<file path="src/rtl/alarm_set_ctrl.sv">
// Alarm-time editing controller: steps hours/minutes with button pulses, drives
// the hold-to-save counter enable, and commits the edited time on its completion.
module alarm_set_ctrl #(
  parameter int TIMEOUT_TICKS = 30,
  parameter int HH_MAX        = 23,
  parameter int MM_MAX        = 59
) (
  input  logic       clk,
  input  logic       rst_n,
  input  logic       tick_1hz,
  input  logic       btn_mode,
  input  logic       btn_inc,
  input  logic       btn_save,
  input  logic       save_done,
  output logic       save_hold,
  output logic [4:0] edit_hh,
  output logic [5:0] edit_mm,
  output logic [1:0] editing,
  output logic [4:0] alarm_hh,
  output logic [5:0] alarm_mm,
  output logic       alarm_valid,
  output logic       saved_pulse
);

  localparam int TW = $clog2(TIMEOUT_TICKS + 1);

  typedef enum logic [1:0] {
    IDLE      = 2'd0,
    EDIT_HH   = 2'd1,
    EDIT_MM   = 2'd2,
    HOLD_SAVE = 2'd3
  } state_t;

  state_t        r_state;
  state_t        r_ret_state;
  logic [TW-1:0] r_to_cnt;
  logic [4:0]    r_edit_hh;
  logic [5:0]    r_edit_mm;
  logic [4:0]    r_alarm_hh;
  logic [5:0]    r_alarm_mm;
  logic          r_alarm_valid;
  logic          r_saved_pulse;

  function automatic logic [4:0] inc_hh(input logic [4:0] v);
    return (v >= 5'(HH_MAX)) ? 5'd0 : v + 5'd1;
  endfunction

  function automatic logic [5:0] inc_mm(input logic [5:0] v);
    return (v >= 6'(MM_MAX)) ? 6'd0 : v + 6'd1;
  endfunction

  always_ff @(posedge clk or negedge rst_n) begin
    if (!rst_n) begin
      r_state       <= IDLE;
      r_ret_state   <= EDIT_HH;
      r_to_cnt      <= '0;
      r_edit_hh     <= '0;
      r_edit_mm     <= '0;
      r_alarm_hh    <= '0;
      r_alarm_mm    <= '0;
      r_alarm_valid <= 1'b0;
      r_saved_pulse <= 1'b0;
    end else begin
      r_saved_pulse <= 1'b0;
      unique case (r_state)
        IDLE: begin
          if (btn_mode) begin
            r_state   <= EDIT_HH;
            r_edit_hh <= r_alarm_hh;
            r_edit_mm <= r_alarm_mm;
            r_to_cnt  <= '0;
          end
        end
        EDIT_HH, EDIT_MM: begin
          if (btn_save) begin
            r_ret_state <= r_state;
            r_state     <= HOLD_SAVE;
          end else if (btn_mode) begin
            r_state  <= (r_state == EDIT_HH) ? EDIT_MM : EDIT_HH;
            r_to_cnt <= '0;
          end else if (btn_inc) begin
            if (r_state == EDIT_HH) r_edit_hh <= inc_hh(r_edit_hh);
            else                    r_edit_mm <= inc_mm(r_edit_mm);
            r_to_cnt <= '0;
          end else if (tick_1hz) begin
            // The tick that brings the count up to TIMEOUT_TICKS abandons the edit.
            if (r_to_cnt >= TW'(TIMEOUT_TICKS - 1)) begin
              r_state  <= IDLE;
              r_to_cnt <= '0;
            end else begin
              r_to_cnt <= r_to_cnt + 1'b1;
            end
          end
        end
        HOLD_SAVE: begin
          if (save_done) begin
            r_alarm_hh    <= r_edit_hh;
            r_alarm_mm    <= r_edit_mm;
            r_alarm_valid <= 1'b1;
            r_saved_pulse <= 1'b1;
            r_state       <= IDLE;
          end else if (!btn_save) begin
            r_state  <= r_ret_state;
            r_to_cnt <= '0;
          end
        end
        default: r_state <= IDLE;
      endcase
    end
  end

  assign save_hold   = (r_state == HOLD_SAVE);
  assign editing     = r_state;
  assign edit_hh     = r_edit_hh;
  assign edit_mm     = r_edit_mm;
  assign alarm_hh    = r_alarm_hh;
  assign alarm_mm    = r_alarm_mm;
  assign alarm_valid = r_alarm_valid;
  assign saved_pulse = r_saved_pulse;

endmodule

</file>
<file path="config.mk">
export PLATFORM = sky130hd
export DESIGN_NAME = alarm_set_ctrl
export DESIGN_NICKNAME = d
export VERILOG_FILES = /design/src/rtl/alarm_set_ctrl.sv
export SDC_FILE = /design/constraint.sdc
export NUM_CORES = 1
export LEC_CHECK = 0
export CORE_UTILIZATION = 56
export DETAILED_ROUTE_END_ITERATION = 10
export PLACE_DENSITY = 0.85
export SKIP_LAST_GASP = 1
export SLEW_MARGIN = 40
export SYNTH_ARGS = -nofsm -noshare
export SYNTH_HDL_FRONTEND = slang
export SYNTH_SLANG_ARGS = --single-unit
export TNS_END_PERCENT = 20
</file>
<file path="constraint.sdc">
create_clock -name clk -period 4.3 [get_ports clk]
set_clock_uncertainty 0.1 [all_clocks]
set_input_delay 1.075 -clock clk [delete_from_list [all_inputs] [get_ports clk]]
set_output_delay 1.075 -clock clk [all_outputs]
set_load 0.01 [all_outputs]
</file>
[Word level (Yosys, flattened, before mapping)]
Cells that the tools add are included.
Storage, ports and cells
  register bits: 33
Cells by class
  add/subtract/negate cells: 3
  magnitude comparators: 3
  eq/ne operators: 15
  multiplexer cells: 35
  reductions and logical operators: 8
Operator list (count)
  5-bit 2-to-1 mux: 14
  6-bit 2-to-1 mux: 6
  2-bit 2-to-1 mux: 9
  2-bit != test, second input constant: 8
  4-bit != test, second input constant: 4
  5-bit case mux with 3 select lines: 1
  6-bit case mux with 2 select lines: 1
  6-bit AND reduction: 2
  5-bit by 1-bit adder with 5-bit output, second input constant: 2
  5-bit greater-or-equal comparator, second input constant: 2
  5-bit case mux with 2 select lines: 1
  6-bit by 1-bit adder with 6-bit output, second input constant: 1
  6-bit greater-or-equal comparator, second input constant: 1
  2-bit case mux with 3 select lines: 1
  5-bit AND reduction: 1
  2-bit == test, second input constant: 2
  4-bit AND reduction: 1
  2-bit by 1-bit == test with 1-bit output, second input constant: 1
  2-bit zero test: 1
  1-bit 2-to-1 mux: 2
  2-bit AND reduction: 1
  2-bit nonzero test: 1
  2-bit OR reduction: 1

[Depth between registers and ports, before layout]
Gate-level depths: netlist of the first run.
  depth in word-level cells: 7
  mapped depth: 7
  mapped depth without buffers: 6

[Worst setup path before layout of the first run]
OpenSTA, ideal clock, no wires.
  kind: in2reg
  from: input btn_save
  to: register r_edit_hh[3], in the netlist edit_hh[3]
  arrival: 2.057 ns
  required time: 4.074 ns
  path slack: 2.017 ns
  stages: 5
  cells stage by stage: buf_6 nor3b_4 a41oi_4 a21o_1 a221o_1
On the way
  longest elaborated chain between the ends: 2
Ends and longest elaborated chain
  start, declared: RTL line 13  | input logic btn_save,
  2-bit != test (no source line)
  6-bit AND reduction (no source line)
  end signal, assigned: RTL line 69  | r_edit_hh <= r_alarm_hh;
  end signal, assigned: RTL line 82  | if (r_state == EDIT_HH) r_edit_hh <= inc_hh(r_edit_hh);
  end, declared: RTL line 37  | logic [4:0] r_edit_hh;
No other way between the ends.
A chain may end at the register's enable or synchronous reset.

[Worst setup path in the final report of the first run]
  from: register r_state[0], in the netlist editing[0]
  to: output save_hold
On the way
  longest elaborated chain between the ends: 1
Ends and longest elaborated chain
  start, declared: RTL line 34  | state_t r_state;
  start signal, assigned: RTL line 79  | r_state <= (r_state == EDIT_HH) ? EDIT_MM : EDIT_HH;
  start signal, assigned: RTL line 103  | r_state <= r_ret_state;
  2-bit == test: RTL line 112  | assign save_hold = (r_state == HOLD_SAVE);
  end, declared: RTL line 15  | output logic save_hold,
No other way between the ends.

==> results of run 1 <==
==> through the flow <==
step	hold WS [ps]	utilization (%)	area, µm²	cells
global placement	350.1	70.73	2177	258
global route	407.9	73.21	2253	266
finish	376.3	73.21	2253	266
floorplan	349.2	-	1819	186
CTS	383.7	73.21	2253	266
detailed placement	355.2	70.73	2177	258
==> logic make-up (layout without fill, tap and decap cells) <==
logic type,after synthesis,after routing
fa+ha+maj,7,7
flops,33,33
buf+inv,27,63
simple gates,48,48
mux,10,10
compound gates,61,61
==> worst max-delay path, stage by stage (launching register included) <==
cell             delay, ps
dfrtp_1                450
ha_1                   260
clkdlybuf4s50_1        560
==> power groups by stage <==
| stage | sequential, mW | clock (mW) | combinational, mW |
|---|---|---|---|
| 3_5_place_dp | 0.582 | 0 | 0.902 |
| 5_1_grt | 0.592 | 0.242 | 0.993 |
| 2_1_floorplan | 0.597 | 0 | 0.520 |
| 3_3_place_gp | 0.571 | 0 | 0.855 |
| 4_1_cts | 0.576 | 0.232 | 0.906 |
| 6_report | 0.579 | 0.229 | 0.903 |
==> worst max path at each step <==
stage | from | endpoint | slack [ps] | depth (start not counted)
6_report | editing[0]$_DFFE_PN0P_ | save_hold | 1500 | 2
5_1_grt | editing[0]$_DFFE_PN0P_ | save_hold | 1430 | 2
3_5_place_dp | btn_save | edit_mm[4]$_DFFE_PN0P_ | 1260 | 4
2_1_floorplan | btn_save | edit_hh[3]$_DFFE_PN0P_ | 2020 | 5
3_3_place_gp | btn_save | edit_mm[4]$_DFFE_PN0P_ | 1340 | 4
4_1_cts | editing[0]$_DFFE_PN0P_ | save_hold | 1490 | 2
==> cell usage in the layout, fill, tap and decap left out, types with 4 or more instances in the layout <==
cell type,synthesis,layout
a21oi_1,9,9
clkbuf_4,0,5
clkdlybuf4s50_1,0,33
dfrtp_1,32,32
ha_1,7,7
inv_1,21,21
mux2_2,7,7
nand2_1,21,21
nand2b_1,6,6
nand3_1,7,7
nor2_1,4,4
o21ai_0,17,17
o22ai_1,6,6
==> flip-flops by register name, summed over array words and instances, names as in the netlist <==
name,count
alarm_mm,6
edit_mm,6
alarm_hh,5
edit_hh,5
r_to_cnt,5
editing,2
r_ret_state,2
alarm_valid,1
saved_pulse,1
==> routing by layer <==
layer  vias up  routed length, µm
li1        745                  -
met1       759               1827
met2        45               2144
met3         5                161
met4         0                 49
met5         -                  0
==> area by class of cell <==
class / instances / area (µm²)
multi-input combinational: 126 / 878.3
sequential: 33 / 827.0
fill: 239 / 824.5
timing repair buffer: 34 / 337.8
inverter: 21 / 78.83
tap: 44 / 55.05
clock buffer: 6 / 41.29
clock inverter: 2 / 35.03
==> reports/results.tsv, run 1 <==
metric	value	unit
n_antenna_cell	0	
drc	0	
use_met2	42.86	%
nets	235	
synth.area.mux_share	5.983	%
tritoncts	done	
clkPwrFrac	13.4	%
postRouteAntennaNets	0	
htreeDepth	2	
powerDensity	759.4	nW/µm²
worstSetupPathType	flop to output pin	
period_share	65.07	%
synth-edff-count	0	
maxCapViolCount	0	
numPortBuffers	33	
initial_utilization	59.11	%
drive_above_1_share	9.459	%
route.vias.total	1554	
slew_headroom	56.31	%
yosysWarningCount	0	
ys_types	46	
cts_hold_buffers	0	
power.total	1.711	mW
drt-pass1-iter-count	4	
rows	20	
synth.ff_latch_count	33	
vias_per_cell	5.842	
final_max_slew_viol_count	0	
postCtsResizedCells	0	
synth_top_family_by_area	compound AO/OA/AOI/OAI gates	
r2r_end	edit_mm[4]$_DFFE_PN0P_	
critPathCaptureType	output pin	
startpoint_type	flop	
p_sw_share	41.47	%
syn_inst	186	
hold_path.class	flop to flop	
synth_area	1819	µm²
synthArstFlopShare	100.0	%
numCtsBuffers	5	
ioPinCount	34	
pwr-share-comb	52.8	%
dp_worst_setup_slack	1260	ps
synth.most_common_cell	dfrtp_1	
worstRegToRegCells	5	
grt.overflow.total	0	
drt_wl_total	4.182	mm
clockBufferDepth	2	
worst_slack	1502	ps
hp-start	alarm_valid$_DFFE_PN0P_	
cp_max_fo	5	
post_cts_buffers	0	
gp_congestion	0.8392	
syn2layout_area_growth	23.87	%
cp.required	3120	ps
wl_per_cell	15.72	µm
core_area	3078	µm²
postSynthAreaPerCell	9.781	µm²
drt-initial-drc-count	96	
rsz0062_at_grt	false	
synth-compound-area-share	23.45	%
tightest_slew	655.3	ps
setup_tns	0	ps
reg2reg_from	editing[0]$_DFFE_PN0P_	
synthSimpleGateAreaFrac	14.03	%
clk_pin_slew	110	ps
grt_usage	26.33	%
yosysTopAreaCell	dfrtp_1	
yosys-top-cells-area	dfrtp_1 44%, ha_1 4.8%, o21ai_0 4.7%, inv_1 4.3%, mux2_2 4.3%	
antenna_found_initial	0	
dp_hpwl	3.001	mm
grt_max_degree	34	
grt_util_met1	33.96	%
outcome	finished, final reports clean	
first_global_vias	1475	
p_int	1.002	mW
synthAdderAreaFrac	4.814	%
ys_top_cells_by_count	32 x dfrtp_1, 21 x inv_1, 21 x nand2_1	
synth_flop_cell	dfrtp_1	
clk_latency	350	ps
clkSinkCount	33	
worstHoldEndpoint	alarm_valid$_DFFE_PN0P_	
die_w	59.00	µm
ir_worst_vdd	0.3803	mV
critPathArrivalTime	1620	ps
worstHoldPathCells	1	
dieArea	3480	µm²
yosysTopAreaCellShare	44.02	%
grt_use_met3	6.987	%
synth_fp_nets	200	
leakage	0.9766	nW
period_minus_slack	2798	ps
setup_viol	0	
yosysSeqAreaShare	45.46	%
yosys.area_share.xor_xnor	0	%
die_h	59.00	µm
fmax	357.4	MHz
switching_power	0.7097	mW
pwr-share-seq	33.9	%
root_buffer	clkbuf_4	
reg2reg_slack	1590	ps
hold_viol	0	
grt_pass1_wl	6.734	mm
top_usage_layer	met2	
No activity file was read; power rests on OpenSTA's default activity.
==> run 2, diff against run 1 <==
--- a/config.mk
+++ b/config.mk
@@ -5,9 +5,9 @@
 export SDC_FILE = /design/constraint.sdc
 export NUM_CORES = 1
 export LEC_CHECK = 0
-export CORE_UTILIZATION = 56
+export CORE_UTILIZATION = 47
 export DETAILED_ROUTE_END_ITERATION = 10
-export PLACE_DENSITY = 0.85
+export PLACE_DENSITY = 0.76
 export SKIP_LAST_GASP = 1
 export SLEW_MARGIN = 40
 export SYNTH_ARGS = -nofsm -noshare
==> constraint.sdc (replaced) <==
create_clock -name clk -period 2.5 [get_ports clk]
set_clock_uncertainty 0.1 [all_clocks]
set_input_delay 0.625 -clock clk [delete_from_list [all_inputs] [get_ports clk]]
set_output_delay 0.625 -clock clk [all_outputs]
set_load 0.01 [all_outputs]
==> run 2 against run 1 <==
Compared with the run above:
- sequential power is 71% higher
- largest cell class unchanged
- highest routed layer unchanged
- setup slack worse by 1300 ps
- cell count is 3.4% higher
- final area is 3.8% higher
- wire length is 5.9% lower
- die area is 18% higher
- hold slack worse by 1.2 ps
- via count is 2.2% lower
- clock-buffer cell count stayed put
- critical endpoint unchanged
- first-iteration DRC count is 8.3% lower
- critical path depth stayed put
- register-to-register slack worse by 1300 ps
==> reports/results.tsv, run 2 (synthesized netlist as in run 1, its figures left out) <==
metric	value	unit
outcome	finished, final reports clean	
worstHoldEndpoint	alarm_valid$_DFFE_PN0P_	
period_minus_slack	2258	ps
r2r_end	edit_mm[4]$_DFFE_PN0P_	
n_antenna_cell	0	
rsz0062_at_grt	false	
core_area	3689	µm²
reg2reg_from	editing[0]$_DFFE_PN0P_	
first_global_vias	1516	
hold_path.class	flop to flop	
critPathCaptureType	output pin	
ioPinCount	34	
pwr-share-seq	32.2	%
maxCapViolCount	0	
wl_per_cell	14.31	µm
drt-initial-drc-count	88	
cp_slowest_cell	clkdlybuf4s50_1	
dp_worst_setup_slack	70.57	ps
gp_congestion	0.7952	
grt_max_degree	34	
root_buffer	clkbuf_8	
die_h	64.22	µm
htreeDepth	2	
route.vias.total	1520	
hp-start	alarm_valid$_DFFE_PN0P_	
grt.overflow.total	0	
drive_above_1_share	11.89	%
leakage	1.016	nW
setup_viol	0	
rows	22	
grt_usage	21.59	%
setup_tns	0	ps
wl_met1	1.882	mm
numPortBuffers	33	
top_layer	met4	
hold_viol	0	
cts_hold_buffers	0	
dieArea	4124	µm²
max_stage_delay	560	ps
switching_power	1.209	mW
numCtsBuffers	5	
final_max_slew_viol_count	0	
grt_pass1_wl	6.900	mm
cp.required	1770	ps
syn2layout_area_growth	28.61	%
clk_latency	290	ps
tightest_slew	458.0	ps
crit_path_cell_trace	ha_1, clkdlybuf4s50_1	
powerDensity	1312	nW/µm²
period_share	90.34	%
drt-pass1-iter-count	4	
worst_slack	241.6	ps
worstHoldPathCells	1	
pwr-share-comb	50.7	%
antenna_found_initial	0	
worstRegToRegCells	5	
tritoncts	done	
worstSetupPathType	flop to output pin	
final_cell_mix	33 x clkdlybuf4s50_1, 32 x dfrtp_1, 21 x inv_1, 21 x nand2_1, 17 x o21ai_0	
vias_per_cell	5.527	
clockBufferDepth	2	
drt_wl_total	3.936	mm
cp_max_fo	5	
critPathArrivalTime	1530	ps
drc	0	
postCtsResizedCells	0	
nets	240	
clkSinkCount	33	
layout_commonest_cell	clkdlybuf4s50_1	
ir_worst_vdd	0.6624	mV
die_w	64.22	µm
startpoint_type	flop	
clk_pin_slew	70	ps
slew_headroom	69.15	%
postRouteAntennaNets	0	
reg2reg_slack	280	ps
dp_hpwl	2.748	mm
p_sw_share	39.39	%
post_cts_buffers	0	
wl_met2	1.876	mm
fmax	442.8	MHz
p_int	1.861	mW
clkPwrFrac	17.0	%
initial_utilization	49.32	%
met3_length	119	µm
## run 2: metrics by stage
| stage | hold WS, ps | instance area [µm²] | power [mW] | instances | utilization [%] |
|---|---|---|---|---|---|
| final | 375.1 | 2340 | 3.070 | 275 | 63.43 |
| after CTS | 388.5 | 2340 | 3.084 | 275 | 63.43 |
| after global placement | 352.0 | 2220 | 2.507 | 267 | 60.18 |
| after detailed placement | 368.7 | 2220 | 2.537 | 267 | 60.18 |
| after global routing | 397.9 | 2340 | 3.305 | 275 | 63.43 |
| after floorplan | 229.4 | 1819 | 1.921 | 186 | - |
## run 2: power by group through the flow
| stage | clock (mW) | combinational, mW | sequential, mW |
|---|---|---|---|
| after floorplan | 0 | 0.895 | 1.03 |
| after detailed placement | 0 | 1.54 | 0.993 |
| after global placement | 0 | 1.51 | 0.993 |
| after CTS | 0.536 | 1.56 | 0.988 |
| after global routing | 0.564 | 1.72 | 1.02 |
| final | 0.523 | 1.56 | 0.989 |
## run 2: how the worst max path moves through the flow
stage	start	to	slack (ps)	cells past startpoint
3_5_place_dp	btn_mode	edit_mm[4]$_DFFE_PN0P_	70	4
2_1_floorplan	editing[0]$_DFFE_PN0P_	edit_hh[3]$_DFFE_PN0P_	560	6
6_report	editing[0]$_DFFE_PN0P_	save_hold	240	2
4_1_cts	editing[0]$_DFFE_PN0P_	save_hold	240	2
3_3_place_gp	btn_mode	edit_mm[4]$_DFFE_PN0P_	90	4
5_1_grt	editing[0]$_DFFE_PN0P_	save_hold	160	2
## run 2: critical path, delay by kind of cell, from the launching register on
kind / cells / cell delay, ps
buf+inv: 1 / 560
flops: 1 / 430
fa+ha+maj: 1 / 260
## run 2: metal layers
layer	GRT usage (%)	vias up
met3	5.714	6
met2	34.44	22
li1	-	745
met5	0	-
met4	7.778	0
met1	28.16	747
## run 2: final cells by class
cell class | count | area (µm²)
clock buffers | 6 | 82.58
repair buffers | 39 | 375.4
inverters | 21 | 78.83
fillers | 315 | 1349
flip-flops and latches | 33 | 827.0
clock inverters | 2 | 37.54
multi-input cells | 126 | 878.3
well taps | 48 | 60.06
